===== config.mk =====
export PLATFORM = sky130hd
export DESIGN_NAME = ram_port_arbiter_flat
export DESIGN_NICKNAME = d
export VERILOG_FILES = /design/src/rtl/ram_port_arbiter_if.sv /design/src/rtl/ram_port_arbiter.sv /design/src/flat_wrapper.sv
export SDC_FILE = /design/constraint.sdc
export NUM_CORES = 1
export LEC_CHECK = 0
export CAP_MARGIN = 15
export CORE_AREA = 3 3 143 145
export DETAILED_ROUTE_END_ITERATION = 16
export DIE_AREA = 0 0 146 148
export PLACE_DENSITY = 0.46
export SYNTH_ARGS = -nofsm -noshare
export SYNTH_HDL_FRONTEND = slang
export SYNTH_SLANG_ARGS = --single-unit
export TNS_END_PERCENT = 5

===== constraint.sdc =====
create_clock -name clk -period 2.6 [get_ports clk]
set_input_delay 0.26 -clock clk [delete_from_list [all_inputs] [get_ports clk]]
set_output_delay 0.26 -clock clk [all_outputs]
set_load 0.02 [all_outputs]

===== src/rtl/ram_port_arbiter_if.sv =====
// ram_port_arbiter_if: request/response bundle between three requesters, the arbiter and a single-port RAM.
// Ports (all logic):
//   d_*   data port: req_valid/ready/we/addr[29:0]/wdata[31:0]/be[3:0], rsp_valid/rdata[31:0]
//   f_*   fetch port: req_valid/ready/addr[29:0], kill, rsp_valid/rdata[31:0]
//   x_*   external port: req_valid/ready/lock/we/addr/wdata/be, rsp_valid/rdata
//   mem_* RAM command en/we/addr/wdata/be and read data mem_rdata
// Modports: slave is the arbiter's view; master is the environment's view (requesters plus RAM).
interface ram_port_arbiter_if;
  logic        d_req_valid, d_req_ready, d_req_we, d_rsp_valid;
  logic [29:0] d_req_addr;
  logic [31:0] d_req_wdata, d_rsp_rdata;
  logic [3:0]  d_req_be;
  logic        f_req_valid, f_req_ready, f_kill, f_rsp_valid;
  logic [29:0] f_req_addr;
  logic [31:0] f_rsp_rdata;
  logic        x_req_valid, x_req_ready, x_req_lock, x_req_we, x_rsp_valid;
  logic [29:0] x_req_addr;
  logic [31:0] x_req_wdata, x_rsp_rdata;
  logic [3:0]  x_req_be;
  logic        mem_en, mem_we;
  logic [29:0] mem_addr;
  logic [31:0] mem_wdata, mem_rdata;
  logic [3:0]  mem_be;
  modport slave (
    input  d_req_valid, d_req_we, d_req_addr, d_req_wdata, d_req_be,
    output d_req_ready, d_rsp_valid, d_rsp_rdata,
    input  f_req_valid, f_req_addr, f_kill,
    output f_req_ready, f_rsp_valid, f_rsp_rdata,
    input  x_req_valid, x_req_lock, x_req_we, x_req_addr, x_req_wdata, x_req_be,
    output x_req_ready, x_rsp_valid, x_rsp_rdata,
    output mem_en, mem_we, mem_addr, mem_wdata, mem_be,
    input  mem_rdata
  );
  modport master (
    output d_req_valid, d_req_we, d_req_addr, d_req_wdata, d_req_be,
    input  d_req_ready, d_rsp_valid, d_rsp_rdata,
    output f_req_valid, f_req_addr, f_kill,
    input  f_req_ready, f_rsp_valid, f_rsp_rdata,
    output x_req_valid, x_req_lock, x_req_we, x_req_addr, x_req_wdata, x_req_be,
    input  x_req_ready, x_rsp_valid, x_rsp_rdata,
    input  mem_en, mem_we, mem_addr, mem_wdata, mem_be,
    output mem_rdata
  );
endinterface


===== src/rtl/ram_port_arbiter.sv =====
// ram_port_arbiter: shares one single-port sync RAM between data, fetch and external (x) requesters.
// Ports:
//   clk    system clock
//   rst_n  asynchronous active-low reset
//   bus    ram_port_arbiter_if.slave: requester handshakes, responses and the RAM command/read data
// Priority x > d > f, with f promoted above d after STARVE_LIMIT consecutive denials.
// One access per cycle; read data returns one cycle after the grant to the port that owned the read.
module ram_port_arbiter #(
  parameter int STARVE_LIMIT = 4,
  parameter int CNT_W = 3
) (
  input logic clk,
  input logic rst_n,
  ram_port_arbiter_if.slave bus
);
  typedef enum logic {ARB, XLOCK} state_t;
  typedef enum logic [1:0] {OWN_D, OWN_F, OWN_X} owner_t;
  state_t state;
  owner_t owner;
  logic [CNT_W-1:0] wait_cnt;
  logic pend, kill, locked, promote, gx, gd, gf;
  // The lock holds only while x keeps x_req_lock high; the release cycle already arbitrates normally.
  assign locked = (state == XLOCK) && bus.x_req_lock;
  assign promote = wait_cnt >= CNT_W'(STARVE_LIMIT);
  // Grants are gated by rst_n so every command/handshake output is quiet while reset is held.
  assign gx = rst_n && bus.x_req_valid;
  assign gf = rst_n && !locked && !bus.x_req_valid && bus.f_req_valid && (promote || !bus.d_req_valid);
  assign gd = rst_n && !locked && !bus.x_req_valid && bus.d_req_valid && !gf;
  assign bus.x_req_ready = gx;
  assign bus.d_req_ready = gd;
  assign bus.f_req_ready = gf;
  assign bus.mem_en = gx || gd || gf;
  assign bus.mem_we = gx ? bus.x_req_we : gd && bus.d_req_we;
  assign bus.mem_addr = gx ? bus.x_req_addr : gd ? bus.d_req_addr : gf ? bus.f_req_addr : '0;
  assign bus.mem_wdata = gx ? bus.x_req_wdata : gd ? bus.d_req_wdata : '0;
  assign bus.mem_be = gx ? bus.x_req_be : gd ? bus.d_req_be : '0;
  // A fetch response dies if it was killed at grant time (kill) or is killed in the response cycle.
  assign bus.d_rsp_valid = pend && owner == OWN_D;
  assign bus.f_rsp_valid = pend && owner == OWN_F && !kill && !bus.f_kill;
  assign bus.x_rsp_valid = pend && owner == OWN_X;
  assign bus.d_rsp_rdata = bus.d_rsp_valid ? bus.mem_rdata : '0;
  assign bus.f_rsp_rdata = bus.f_rsp_valid ? bus.mem_rdata : '0;
  assign bus.x_rsp_rdata = bus.x_rsp_valid ? bus.mem_rdata : '0;
  always_ff @(posedge clk or negedge rst_n)
    if (!rst_n) begin
      state <= ARB;
      owner <= OWN_D;
      wait_cnt <= '0;
      pend <= 1'b0;
      kill <= 1'b0;
    end else begin
      state <= (locked || (gx && bus.x_req_lock)) ? XLOCK : ARB;
      // promote doubles as the saturation test: once at the limit the count holds.
      wait_cnt <= (bus.f_req_valid && !gf) ? (promote ? wait_cnt : wait_cnt + 1'b1) : '0;
      pend <= bus.mem_en && !bus.mem_we;
      owner <= gx ? OWN_X : gf ? OWN_F : OWN_D;
      kill <= gf && bus.f_kill;
    end
endmodule


===== src/flat_wrapper.sv =====
// flat-port wrapper written by rule: the top's interface ports become plain ports
module ram_port_arbiter_flat 
#(
  parameter int STARVE_LIMIT = 4,
  parameter int CNT_W = 3
)
  (clk, rst_n, bus_d_req_valid, bus_d_req_we, bus_d_req_addr, bus_d_req_wdata, bus_d_req_be, bus_d_req_ready, bus_d_rsp_valid, bus_d_rsp_rdata, bus_f_req_valid, bus_f_req_addr, bus_f_kill, bus_f_req_ready, bus_f_rsp_valid, bus_f_rsp_rdata, bus_x_req_valid, bus_x_req_lock, bus_x_req_we, bus_x_req_addr, bus_x_req_wdata, bus_x_req_be, bus_x_req_ready, bus_x_rsp_valid, bus_x_rsp_rdata, bus_mem_en, bus_mem_we, bus_mem_addr, bus_mem_wdata, bus_mem_be, bus_mem_rdata);
  ram_port_arbiter_if bus_i ();
  input logic clk;
  input logic rst_n;
  input wire logic [$bits(bus_i.d_req_valid)-1:0] bus_d_req_valid;
  input wire logic [$bits(bus_i.d_req_we)-1:0] bus_d_req_we;
  input wire logic [$bits(bus_i.d_req_addr)-1:0] bus_d_req_addr;
  input wire logic [$bits(bus_i.d_req_wdata)-1:0] bus_d_req_wdata;
  input wire logic [$bits(bus_i.d_req_be)-1:0] bus_d_req_be;
  output wire logic [$bits(bus_i.d_req_ready)-1:0] bus_d_req_ready;
  output wire logic [$bits(bus_i.d_rsp_valid)-1:0] bus_d_rsp_valid;
  output wire logic [$bits(bus_i.d_rsp_rdata)-1:0] bus_d_rsp_rdata;
  input wire logic [$bits(bus_i.f_req_valid)-1:0] bus_f_req_valid;
  input wire logic [$bits(bus_i.f_req_addr)-1:0] bus_f_req_addr;
  input wire logic [$bits(bus_i.f_kill)-1:0] bus_f_kill;
  output wire logic [$bits(bus_i.f_req_ready)-1:0] bus_f_req_ready;
  output wire logic [$bits(bus_i.f_rsp_valid)-1:0] bus_f_rsp_valid;
  output wire logic [$bits(bus_i.f_rsp_rdata)-1:0] bus_f_rsp_rdata;
  input wire logic [$bits(bus_i.x_req_valid)-1:0] bus_x_req_valid;
  input wire logic [$bits(bus_i.x_req_lock)-1:0] bus_x_req_lock;
  input wire logic [$bits(bus_i.x_req_we)-1:0] bus_x_req_we;
  input wire logic [$bits(bus_i.x_req_addr)-1:0] bus_x_req_addr;
  input wire logic [$bits(bus_i.x_req_wdata)-1:0] bus_x_req_wdata;
  input wire logic [$bits(bus_i.x_req_be)-1:0] bus_x_req_be;
  output wire logic [$bits(bus_i.x_req_ready)-1:0] bus_x_req_ready;
  output wire logic [$bits(bus_i.x_rsp_valid)-1:0] bus_x_rsp_valid;
  output wire logic [$bits(bus_i.x_rsp_rdata)-1:0] bus_x_rsp_rdata;
  output wire logic [$bits(bus_i.mem_en)-1:0] bus_mem_en;
  output wire logic [$bits(bus_i.mem_we)-1:0] bus_mem_we;
  output wire logic [$bits(bus_i.mem_addr)-1:0] bus_mem_addr;
  output wire logic [$bits(bus_i.mem_wdata)-1:0] bus_mem_wdata;
  output wire logic [$bits(bus_i.mem_be)-1:0] bus_mem_be;
  input wire logic [$bits(bus_i.mem_rdata)-1:0] bus_mem_rdata;
  assign bus_i.d_req_valid = bus_d_req_valid;
  assign bus_i.d_req_we = bus_d_req_we;
  assign bus_i.d_req_addr = bus_d_req_addr;
  assign bus_i.d_req_wdata = bus_d_req_wdata;
  assign bus_i.d_req_be = bus_d_req_be;
  assign bus_d_req_ready = bus_i.d_req_ready;
  assign bus_d_rsp_valid = bus_i.d_rsp_valid;
  assign bus_d_rsp_rdata = bus_i.d_rsp_rdata;
  assign bus_i.f_req_valid = bus_f_req_valid;
  assign bus_i.f_req_addr = bus_f_req_addr;
  assign bus_i.f_kill = bus_f_kill;
  assign bus_f_req_ready = bus_i.f_req_ready;
  assign bus_f_rsp_valid = bus_i.f_rsp_valid;
  assign bus_f_rsp_rdata = bus_i.f_rsp_rdata;
  assign bus_i.x_req_valid = bus_x_req_valid;
  assign bus_i.x_req_lock = bus_x_req_lock;
  assign bus_i.x_req_we = bus_x_req_we;
  assign bus_i.x_req_addr = bus_x_req_addr;
  assign bus_i.x_req_wdata = bus_x_req_wdata;
  assign bus_i.x_req_be = bus_x_req_be;
  assign bus_x_req_ready = bus_i.x_req_ready;
  assign bus_x_rsp_valid = bus_i.x_rsp_valid;
  assign bus_x_rsp_rdata = bus_i.x_rsp_rdata;
  assign bus_mem_en = bus_i.mem_en;
  assign bus_mem_we = bus_i.mem_we;
  assign bus_mem_addr = bus_i.mem_addr;
  assign bus_mem_wdata = bus_i.mem_wdata;
  assign bus_mem_be = bus_i.mem_be;
  assign bus_i.mem_rdata = bus_mem_rdata;
  ram_port_arbiter #(.STARVE_LIMIT(STARVE_LIMIT), .CNT_W(CNT_W)) u_core (.clk(clk), .rst_n(rst_n), .bus(bus_i));
endmodule

== After elaboration in Yosys (flattened, before gate mapping) ==
Cells that the tools add are included.
Word-level totals
  bits in registers: 8
  latch bits: 0
  memory bits (writable): 0
  memory bits (read-only): 0
  bits of input ports: 203
  output and inout port bits: 170
  logic and storage cells: 56
  memories kept: 0
Operators by class
  add/subtract/negate cells: 1
  multiply operators: 0
  div/mod/pow operators: 0
  $lt $le $gt $ge: 1
  equal/unequal tests: 3
  shift operators: 0
  multiplexer cells: 16
  bitwise operators: 0
  reduce and logical (&&, ||, !) cells: 30
Operators with widths (count)
  $mux W32: 5
  $mux W30: 3
  $logic_and A1 B1 Y1: 18
  $mux W4: 2
  $logic_not A1 Y1: 7
  $mux W3: 2
  $logic_or A1 B1 Y1: 4
  $add A3 B1 Y3 const B: 1
  $ge A3 B3 Y1 const B: 1
  $mux W1: 3
  $eq A2 B1 Y1 const B: 1
  $eq A2 B2 Y1 const B: 1
  $logic_not A2 Y1: 1
  $mux W2: 1
  $ne A2 B2 Y1 const B: 1

== Depth between registers and ports, before layout ==
  depth after elaboration: 12
  mapped depth: 6

== Worst setup path before layout ==
OpenSTA, ideal clock, no wires.
  path kind: flip-flop to output port
  start point: register u_core.state
  end point: output bus_mem_addr[22]
  arrival: 1.532 ns
  data required time: 2.340 ns
  setup slack: 0.808 ns
  stages on the path, launching flop included: 5
  buffers on the path: 1
  path through: dfrtp_1 and2_1 or2_1 clkbuf_1 o21ai_0
On the way
  longest elaborated chain between the ends: 10
  elaborated cells on any way between the ends: 12
RTL lines
  from (decl): RTL line ram_port_arbiter.sv:18  | state_t state;
  from (signal assigned): RTL line ram_port_arbiter.sv:52  | state <= (locked || (gx && bus.x_req_lock)) ? XLOCK : ARB;
  $logic_and A1 B1 Y1 (*): RTL line ram_port_arbiter.sv:23  | assign locked = (state == XLOCK) && bus.x_req_lock;
  $logic_not A1 Y1 (*): RTL line ram_port_arbiter.sv:27, ram_port_arbiter.sv:28
  $logic_and A1 B1 Y1 (*) (2 in a row): RTL line ram_port_arbiter.sv:27, ram_port_arbiter.sv:28
  $logic_and A1 B1 Y1 (2 in a row): RTL line ram_port_arbiter.sv:27  | assign gf = rst_n && !locked && !bus.x_req_valid && bus.f_req_valid && (promote || !bus.d_req_valid);
  $logic_not A1 Y1: RTL line ram_port_arbiter.sv:28  | assign gd = rst_n && !locked && !bus.x_req_valid && bus.d_req_valid && !gf;
  $logic_and A1 B1 Y1: RTL line ram_port_arbiter.sv:28
  $mux W30 (*) (2 in a row): RTL line ram_port_arbiter.sv:34  | assign bus.mem_addr = gx ? bus.x_req_addr : gd ? bus.d_req_addr : gf ? bus.f_req_addr : '0;
  to (decl): RTL line flat_wrapper.sv:36  | output wire logic [$bits(bus_i.mem_addr)-1:0] bus_mem_addr;
Every way passes the cells marked *; elsewhere a longest branch is shown, timed or not.

== Worst setup path after layout ==
  start point: input bus_d_req_valid
  end point: output bus_mem_addr[10]
On the way
  longest elaborated chain between the ends: 7
  elaborated cells on any way between the ends: 9
RTL lines
  from (decl): RTL line flat_wrapper.sv:11  | input wire logic [$bits(bus_i.d_req_valid)-1:0] bus_d_req_valid;
  $logic_not A1 Y1: RTL line ram_port_arbiter.sv:27
  $logic_or A1 B1 Y1: RTL line ram_port_arbiter.sv:27
  $logic_and A1 B1 Y1: RTL line ram_port_arbiter.sv:27
  $logic_not A1 Y1: RTL line ram_port_arbiter.sv:28
  $logic_and A1 B1 Y1: RTL line ram_port_arbiter.sv:28
  $mux W30 (*) (2 in a row): RTL line ram_port_arbiter.sv:34
Marks and branches as above.

==> results list <==
- The run finished with clean final reports.
- Fraction of power consumed by combinational cells: a little over two thirds
* Final number of hold-violating endpoints: 0
* Total number of nets in the final design: 866
- RSZ-0062 raised after global routing: true
* Via count: ~3700
* Count of unique library cells instantiated by Yosys: 30
- The multi-input combinational cells in the finished layout cover a total of 1697 um2.
- Slowest stage cell, crit path: sky130_fd_sc_hd__clkdlybuf4s50_1
- Synthesis produced a netlist with a net count of 506.
* Number of levels the H-tree was split into: 1
- STA classifies the critical path endpoint as a primary output.
* Slew HR: 68.72%
- Wire length of the first global-routing pass: approximately 23000 um
- The tool flagged a number of max-cap violations equal to 0.
* Number of placed instances with taps included: 921
* Kind of cell with the highest combined delay on the critical path: buffers and inverters
* Global-route usage over all layers: around an eighth
- Summed over all layers, the global routing overflow is 0.
- Yosys printed 0 warnings.
- Number of DRC violations after detailed-routing iteration 0: 71
- Post-CTS setup buffers: 0
- Clock insertion delay at the later pin of the skew report: 0.23 ns
- Quantity of hold-fixing buffers added after cts: 0
* Library cell used as clock root buffer: sky130_fd_sc_hd__clkbuf_16
- Mean instance size in the synthesized netlist: between 6 and 7 um2
- Average wire per standard cell: 16.82 um
- Req. time, crit path: 2.34 ns
* Global placement routability congestion: ~0.85
* Number of top-level pins: 373
* Post-DR vias/cell: between 4 and 5
* Post-CTS clock slew at the launch and capture registers of the worst setup and hold paths: 0.04 ns
* Highest attainable clock frequency: 0.4016 GHz
- For this run, the slowest stage of the critical path takes 0.63 ns.
- The synthesized design contains 8 register bits.
* Total half-perimeter wirelength after legalization and detailed placement: approximately 13000 um
- Net Switching: between 0.4 and 0.5 mW
- In this run the worst hold path is classified as in2async.
- Switching power share of the total: 34.63%
* Synth Cell Area: ~2000 um2
* Most used routing layer in global routing: met2
- The first TritonRoute pass finished after 4 iterations.
- The area growth from synthesis to layout is 211.4%.
- Together, buffers and inverters on the worst path number 3.
- Entering global routing, the biggest net connects 43 pins.
- Width of the die: 146 um
* Cell row count: 51
- The clock passes through at most 2 buffers.
- Counting the fill cells in the layout gives 2085.
* Share of power burned in the clock network: 18.6%
- The critical path is of the in2out type.
- Dividing the final minimum period by the clock period gives 95.77%.
- Number of nets with antenna violations after detailed routing: 0
* Cell internal pwr: 0.8931 mW
- TritonCTS created 3 clock buffers.
- The worst path needs 2.490 ns of the cycle, external delays included.
- CTS tree: yes
- IR analysis of the VDD net gives a maximum drop of roughly 0.16 mV.
- Sequence of cells on the critical path: clkdlybuf4s50_1, a21boi_2, buf_4, a32oi_1, o21ai_0, clkdlybuf4s50_1
- In this run the tool buffered the top-level ports with 372 buffer cells.
- Via count of the first global-routing pass: 3941
* Most frequent CP cell: sky130_fd_sc_hd__clkdlybuf4s50_1
- ANT cells: 0
* Initial Util: 10.57%
* Final setup fails: 0
- The number of antenna violations at the first check in global routing came to 0.
- Final non-filler cell total: between 900 and 1000
* Synthesized instance count: 301
- The tree built by TritonCTS fans out to 8 sinks.
- In this run, flip-flops and latches consume a little over a tenth of the power.
* Sequential cell area in the final layout: 200.2 um2
* Hold Worst Slack: 0.3491 ns
- At the pin with the least slew margin, the transition time is 0.4642 ns.
- For met1 alone, demand over resource in global routing was 13.73%.
* Met2 track utilization from global routing: 25.42%
* Areal power density over the cells: 214.7 nW/um2
- DIE HEIGHT: between 100 and 150 um
- Proportion of layout cells with a drive suffix above 1: 3.794%
- Detailed-route DRC error count: 0
- Sequential element share of the synthesized area: between 9 and 10%
* Global Route met3 Usage: 3.771%
* Worst-path fanout max: 30
- Critical path arrival: approximately 2.2 ns
- The die covers between 20000 and 25000 um2.
- The analysis attributes to cell leakage a power of between 3 and 4 nW.
* Core ar.: 19330 um2
- STA classifies the critical path startpoint as an input pin.
* Total count of max-transition violations in the final report: 0
* Final worst clock skew: 0.005895 ns
* Final routed wirelength across all metal layers: 15550 um
[flip-flops by register name, indices dropped and copies added, names as in the netlist]
| register | cells |
|---|---|
| u_core.kill | 1 |
| u_core.state | 1 |
| u_core.wait_cnt | 3 |
| u_core.owner | 2 |
| u_core.pend | 1 |
[metal layers]
metal	share of wire, %	vias to the layer above
met3	9.3	12
li1	-	1806
met1	36	1704
met5	0	-
met2	53	213
met4	1.5	0
[synthesized netlist by cell type]
| cell | n | share of area [%] |
|---|---|---|
| sky130_fd_sc_hd__nor2_1 | 4 | 0.73 |
| sky130_fd_sc_hd__buf_4 | 1 | 0.37 |
| sky130_fd_sc_hd__nand2_1 | 31 | 5.7 |
| sky130_fd_sc_hd__nor3b_2 | 1 | 0.61 |
| sky130_fd_sc_hd__nor4b_2 | 1 | 0.73 |
| sky130_fd_sc_hd__a2bb2oi_1 | 1 | 0.43 |
| sky130_fd_sc_hd__nor3b_1 | 1 | 0.37 |
| sky130_fd_sc_hd__mux2_2 | 1 | 0.55 |
| sky130_fd_sc_hd__nor3_1 | 1 | 0.24 |
| sky130_fd_sc_hd__a21oi_1 | 1 | 0.24 |
| sky130_fd_sc_hd__buf_6 | 1 | 0.55 |
| sky130_fd_sc_hd__dfrtp_1 | 8 | 9.8 |
| sky130_fd_sc_hd__o21ai_0 | 34 | 8.3 |
| sky130_fd_sc_hd__a32oi_1 | 30 | 13 |
| sky130_fd_sc_hd__a221oi_1 | 1 | 0.43 |
| sky130_fd_sc_hd__nand3b_1 | 1 | 0.37 |
| sky130_fd_sc_hd__a22o_1 | 37 | 16 |
| sky130_fd_sc_hd__o31ai_1 | 1 | 0.37 |
| sky130_fd_sc_hd__and3b_1 | 1 | 0.43 |
| sky130_fd_sc_hd__buf_2 | 7 | 1.7 |
| sky130_fd_sc_hd__o21a_1 | 1 | 0.37 |
| sky130_fd_sc_hd__clkbuf_1 | 25 | 4.6 |
| sky130_fd_sc_hd__inv_1 | 4 | 0.73 |
| sky130_fd_sc_hd__a21boi_2 | 1 | 0.55 |
| sky130_fd_sc_hd__ha_1 | 2 | 1.2 |
| sky130_fd_sc_hd__nand3_1 | 1 | 0.24 |
| sky130_fd_sc_hd__or2_1 | 1 | 0.31 |
| sky130_fd_sc_hd__nand2b_1 | 3 | 0.92 |
| sky130_fd_sc_hd__and2_1 | 98 | 30 |
| sky130_fd_sc_hd__a21boi_0 | 1 | 0.37 |
[power by group through the flow]
stage	clock, mW	combinational (mW)	sequential [mW]
global route	0.273	1.03	0.147
global placement	0	0.982	0.146
CTS	0.263	0.989	0.145
floorplan	0	0.358	0.144
detailed placement	0	0.985	0.147
finish	0.255	0.966	0.146
[through the flow]
| stage | total power, mW | worst slack, ns | cell area (um2) | util (%) | TNS (ns) |
|---|---|---|---|---|---|
| floorplan | 0.5022 | 0.8082 | 2043 | - | 0 |
| global route | 1.451 | -0.08028 | 6362 | 32.91 | -0.1980 |
| CTS | 1.397 | 0.02241 | 6232 | 32.23 | 0 |
| finish | 1.366 | 0.1100 | 6362 | 32.91 | 0 |
| global placement | 1.128 | 0.03149 | 6157 | 31.84 | 0 |
| detailed placement | 1.131 | 0.02129 | 6157 | 31.84 | 0 |
[kinds of logic (layout without fill, tap and decap cells)]
| group | count (synthesis) | after routing | share of synthesized area, % |
|---|---|---|---|
| compound gates | 108 | 108 | 39.80 |
| fa+ha+maj | 2 | 2 | 1.225 |
| buf+inv | 38 | 396 | 7.961 |
| flops | 8 | 8 | 9.798 |
| mux | 1 | 1 | 0.5511 |
| simple gates | 144 | 144 | 40.66 |
[final cells by class]
class,count,share of cell area (%)
Timing Repair Buffer,389,63.56
Clock buffer,3,1.180
Multi-Input combinational cell,255,26.67
Inverter,4,0.2360
Tap cell,265,5.211
Sequential cell,8,3.147
[final timing paths]
path | start | endpoint | slack (ns) | cells past startpoint
min in group clk | u_core.state | u_core.state | 0.50 | 1
worst max-delay path | bus_d_req_valid | bus_mem_addr[10] | 0.11 | 6
worst min register to register | u_core.state | u_core.state | 0.50 | 1
worst max register to register | u_core.state | u_core.kill | 1.23 | 4
worst min-delay path | rst_n | u_core.state | 0.35 | 2
max in group asynchronous | rst_n | u_core.kill | 2.11 | 2
[repair_timing]
action,CTS,global route
hold endpoints to repair,0,0
resized for setup,0,52
setup endpoints to repair,0,57
[cell usage in the layout (no fill, tap or decap), drive strengths merged, types with 2 or more instances in the layout]
| cell | Yosys | final |
|---|---|---|
| a21boi | 2 | 2 |
| nor3b | 2 | 2 |
| inv | 4 | 4 |
| nand2 | 31 | 31 |
| buf | 9 | 17 |
| o21ai | 34 | 34 |
| a22o | 37 | 37 |
| and2 | 98 | 98 |
| ha | 2 | 2 |
| clkbuf | 25 | 3 |
| dfrtp | 8 | 8 |
| dlymetal6s2s | 0 | 52 |
| nor2 | 4 | 4 |
| nand2b | 3 | 3 |
| clkdlybuf4s50 | 0 | 320 |
| a32oi | 30 | 30 |
Power figures use the tool's default switching activity.
==> variant 1 (same flow settings) <==
Reset style: synchronous (`rst_n`), changed in one clocked block. Comments in the files are not updated.
--- a/src/rtl/ram_port_arbiter.sv
+++ b/src/rtl/ram_port_arbiter.sv
@@ -43,3 +43,3 @@
   assign bus.x_rsp_rdata = bus.x_rsp_valid ? bus.mem_rdata : '0;
-  always_ff @(posedge clk or negedge rst_n)
+  always_ff @(posedge clk)
     if (!rst_n) begin
Function: differs if rst_n is asserted again (counterexample within 4 cycles, from zero or initial values and one cycle with rst_n low); with rst_n held inactive, the same outputs for 10 cycles.
==> variant 1 against the unedited design <==
Cell area grew 0.90%; critical endpoint is now bus_mem_addr[20]; wire length increased by 2.8%; critical path depth stayed put; non-clock buffer count rose by 4; via count grew 1.9%; sequential cell count is the same; area after synthesis is 1.5% lower; worst setup slack lost 0.018 ns; largest cell class unchanged; clock skew shrank 0.0047 ns; power decreased by 2.8%; hold slack better by 0.15 ns.
==> variant 1: results (changes against the unedited design) <==
outcome: "completed"  # unchanged
wl_met1_um: 5870  # was 5590 um
nFillCells: 2038  # was 2085
met3_usage_pct: 3.65  # was 3.77%
use_met2_pct: 25.7  # was 25.4%
synthFlopType: "dfxtp_1"  # was dfrtp_1
power_frac_clock_pct: 19.1  # was 18.6%
gp_congestion: 0.883  # was 0.846
worst_slew_pin_slew_ns: 0.481  # was 0.464 ns
seq_cells: 8  # unchanged
switching_share_pct: 33.9  # was 34.6%
multi_input_area_share_pct: 26.5  # was 26.7%
async_flop_share_pct: 0  # was 100%
dpl.hpwl_um: 13200  # about the same
finClkSkew_ns: 0.00118  # was 0.00590 ns
grt.total_usage_pct: 13.4  # was 13.0%
drive_gt1_share_pct: 4.67  # was 3.79%
placed_area_mm2: 0.00620  # was 0.00616 mm^2
drt-initial-drc-count: 141  # was 71
nMultiInputCombCells: 256  # was 255
min_path_type: "flop to flop"  # was primary input to asynchronous set/reset pin
grt_pass1_vias: 3940  # was 3941
route.met2.wl_um: 8420  # was 8280 um
wl_met3_um: 1440  # about the same
clock_cell_area_share_pct: 1.17  # was 1.18%
ys_seq_area_share_pct: 7.96  # was 9.80%
cp_max_fo: 28  # was 30
grt_pass1_wl_um: 23300  # was 22600 um
avgRoutedWirePerCell_um: 17.2  # was 16.8 um
nonClkBufAreaFrac_pct: 64.5  # was 63.6%
netlist_top_cells_count: "and2_1, a22o_1, nand2_1, o21ai_0, a32oi_1"  # was and2_1, a22o_1, o21ai_0
postSynthNetCount: 508  # was 506
post-place-ws_ns: -0.0264  # was 0.0213 ns
avgSynthCellArea_um2: 6.64  # was 6.79 um^2
pg_seq_uw: 132  # was 146 uW
cellPowerDensity_mw_per_mm2: 207  # was 215 mW/mm^2
use_met1_pct: 14.8  # was 13.7%
via_count: 3805  # was 3735
p_leak_uw: 0.00313  # was 0.00307 uW
cp.arrival_ns: 2.25  # was 2.23 ns
irDropWorstVdd_v: 0.000118  # was 0.000164 V
fin_crit_sh_pct: 96.5  # was 95.8%
-- variant 1: cell count changes after synthesis, moves of 2 or more --
cell	unedited run	this run
o21ai_0	34	31
buf_1	0	3
dfrtp_1	8	0
dfxtp_1	0	8
clkbuf_1	25	21
o22ai_1	0	2
buf_2	7	9
nand4_1	0	2
-- variant 1: worst paths after layout --
check                 start                to  cells after the start
min reg2reg    u_core.state      u_core.state                      1
max          bus_x_req_lock  bus_mem_addr[20]                      6
min            u_core.state      u_core.state                      1
max reg2reg    u_core.state       u_core.pend                      5
-- variant 1: cells by family after synthesis --
logic type      Yosys count  synth area share (%)
flops                     8                  7.96
fa+ha+maj                 2                  1.24
buf+inv                  39                  8.40
compound gates          106                  40.0
simple gates            148                  42.4
-- variant 1: timing repair --
action                     in CTS  in global routing
hold buffers                    0                  0
resized for setup               1                 56
cloned                          0                  0
setup endpoints to repair       1                 55
==> variant 2 (same flow settings) <==
Without the edit above. `CNT_W` is set to 3 in 2 places; all go to 4.
--- a/src/rtl/ram_port_arbiter.sv
+++ b/src/rtl/ram_port_arbiter.sv
@@ -9,3 +9,3 @@
   parameter int STARVE_LIMIT = 4,
-  parameter int CNT_W = 3
+  parameter int CNT_W = 4
 ) (
--- a/src/flat_wrapper.sv
+++ b/src/flat_wrapper.sv
@@ -4,3 +4,3 @@
   parameter int STARVE_LIMIT = 4,
-  parameter int CNT_W = 3
+  parameter int CNT_W = 4
 )
Behaviour: no difference found for any inputs over 10 cycles, from zero or initial values and one cycle with rst_n low; that may be too few to reach the edited logic, so the function may still have changed.
==> variant 2 against the unedited design <==
Synthesized cell count down 1.3%; worst setup slack better by 0.020 ns; sequential cell count grew 1; cell area down 2.6%; area after synthesis down 1.5%; power down 1.2%; wire length shrank 5.4%; largest cell class unchanged; hold slack better by 0.033 ns.
==> variant 2: results (changes against the unedited design) <==
postCtsSetupRepairBufs: 0  # unchanged
slowest_stage: "clkdlybuf4s50_1"  # unchanged
outcome: "completed"  # unchanged
grt_pass1_vias: 3845  # was 3941
gp_congestion: 0.895  # was 0.846
via_count: 3630  # was 3735
max_stage_delay_ns: 0.63  # about the same
synth.area.mux_share_pct: 0  # was 0.551%
hold-worst-slack_ns: 0.382  # was 0.349 ns
rr_endpoint: "u_core.wait_cnt[0]"  # was u_core.kill
critPathLaunch: "u_core.wait_cnt[3]"  # was bus_d_req_valid
ys_seq_area_share_pct: 11.2  # was 9.80%
reg2reg_setup_slack_ns: 1.23  # about the same
synth_edf_count: 0  # unchanged
drt-initial-drc-count: 103  # was 71
synth_xor_area_share_pct: 0.435  # was 0%
min_path_type: "primary input to asynchronous set/reset pin"  # unchanged
antenna_found_initial: 0  # unchanged
antennaDiodeCount: 0  # unchanged
synth_compound_area_share_pct: 37.2  # was 39.8%
grt.total_usage_pct: 12.4  # was 13.0%
grt_pass1_wl_um: 21500  # was 22600 um
dpl.hpwl_um: 12500  # was 13200 um
synth_adder_area_share_pct: 0.622  # was 1.22%
cp.arrival_ns: 2.21  # was 2.23 ns
clk_pin_slew_ns: 0.04  # about the same
use_met1_pct: 13.8  # was 13.7%
netlist_top_cells_count: "and2_1, a22o_1, nand2_1"  # was and2_1, a22o_1, o21ai_0
io_buffers: 372  # unchanged
top_regs: "u_core.wait_cnt: 4 flops, u_core.owner: 2 flops"  # was u_core.wait_cnt: 3 flops, u_core.owner: 2 flops
synthFlopType: "dfrtp_1"  # unchanged
finClkSkew_ns: 0.00162  # was 0.00590 ns
postSynthNetCount: 501  # was 506
worstSkewPairLatency_ns: 0.24
cts_resized: 0  # unchanged
met3_usage_pct: 3.00  # was 3.77%
p_leak_uw: 0.00232  # was 0.00307 uW
avgRoutedWirePerCell_um: 15.9  # was 16.8 um
irDropWorstVdd_v: 0.000138  # was 0.000164 V
async_flop_share_pct: 100  # unchanged
yosys_warnings: 0  # unchanged
synth.distinct_cells: 31  # was 30
grt_max_degree: 37  # was 43
synthTopCellsByArea: "and2_1, a22o_1, dfrtp_1"  # was and2_1, a22o_1, a32oi_1
nets: 864  # was 866
synth.top_cell.area_share_pct: 30.2  # was 30.0%
cts_made_buffers: 3  # unchanged
placed_area_mm2: 0.00612  # was 0.00616 mm^2
nFillCells: 2078  # was 2085
h-tree-depth: 1  # unchanged
reg2regPathDepth: 5  # was 4
use_met2_pct: 23.7  # was 25.4%
cp_max_fo: 36  # was 30
slew_headroom_pct: 81.0  # was 68.7%
drive_gt1_share_pct: 4.10  # was 3.79%
## variant 2: how the worst max path moves through the flow
| stage | endpoint | slack (ns) |
|---|---|---|
| detailed placement | bus_mem_addr[25] | 0.13 |
| CTS | bus_mem_addr[25] | 0.13 |
| global route | bus_mem_addr[27] | 0.03 |
| floorplan | bus_mem_addr[10] | 0.96 |
| finish | bus_mem_wdata[0] | 0.13 |
| global placement | bus_mem_addr[28] | 0.15 |
## variant 2: final cells by class
class                   instances  area share [%]
clock inverters                 1          0.0807
flip-flops and latches          9            3.63
well taps                     265            5.35
clock buffers                   3            1.21
repair buffers                389            63.1
multi-input cells             254            26.4
inverters                       3           0.182
## variant 2: critical path, delay by kind of cell (launching register included)
family,cells,cell delay (ns)
buffers and inverters,2,0.84
AO/OA/AOI/OAI,2,0.36
AND/OR/NAND/NOR,2,0.34
flip-flops,1,0.42
## variant 2: through the flow
| stage | util [%] | setup slack, ns | std cells | power (uW) |
|---|---|---|---|---|
| after detailed placement | 31.6 | 0.131 | 920 | 1080 |
| after global placement | 31.6 | 0.146 | 920 | 1080 |
| final | 32.1 | 0.130 | 924 | 1350 |
| after floorplan | - | 0.961 | 297 | 480 |
| after global routing | 32.1 | 0.0318 | 924 | 1410 |
| after CTS | 32.1 | 0.129 | 924 | 1370 |
## variant 2: routing by layer
| metal | share of wire, % | up-vias | routed length, um |
|---|---|---|---|
| li1 | - | 1775 | - |
| met4 | 1.5 | 0 | 218 |
| met5 | 0 | - | 0 |
| met3 | 7.8 | 15 | 1150 |
| met1 | 39 | 1627 | 5720 |
| met2 | 52 | 213 | 7620 |
## variant 2: power by group
part	internal, uW	switching (uW)
registers	150	6.08
clock network	203	73.8
logic	545	372
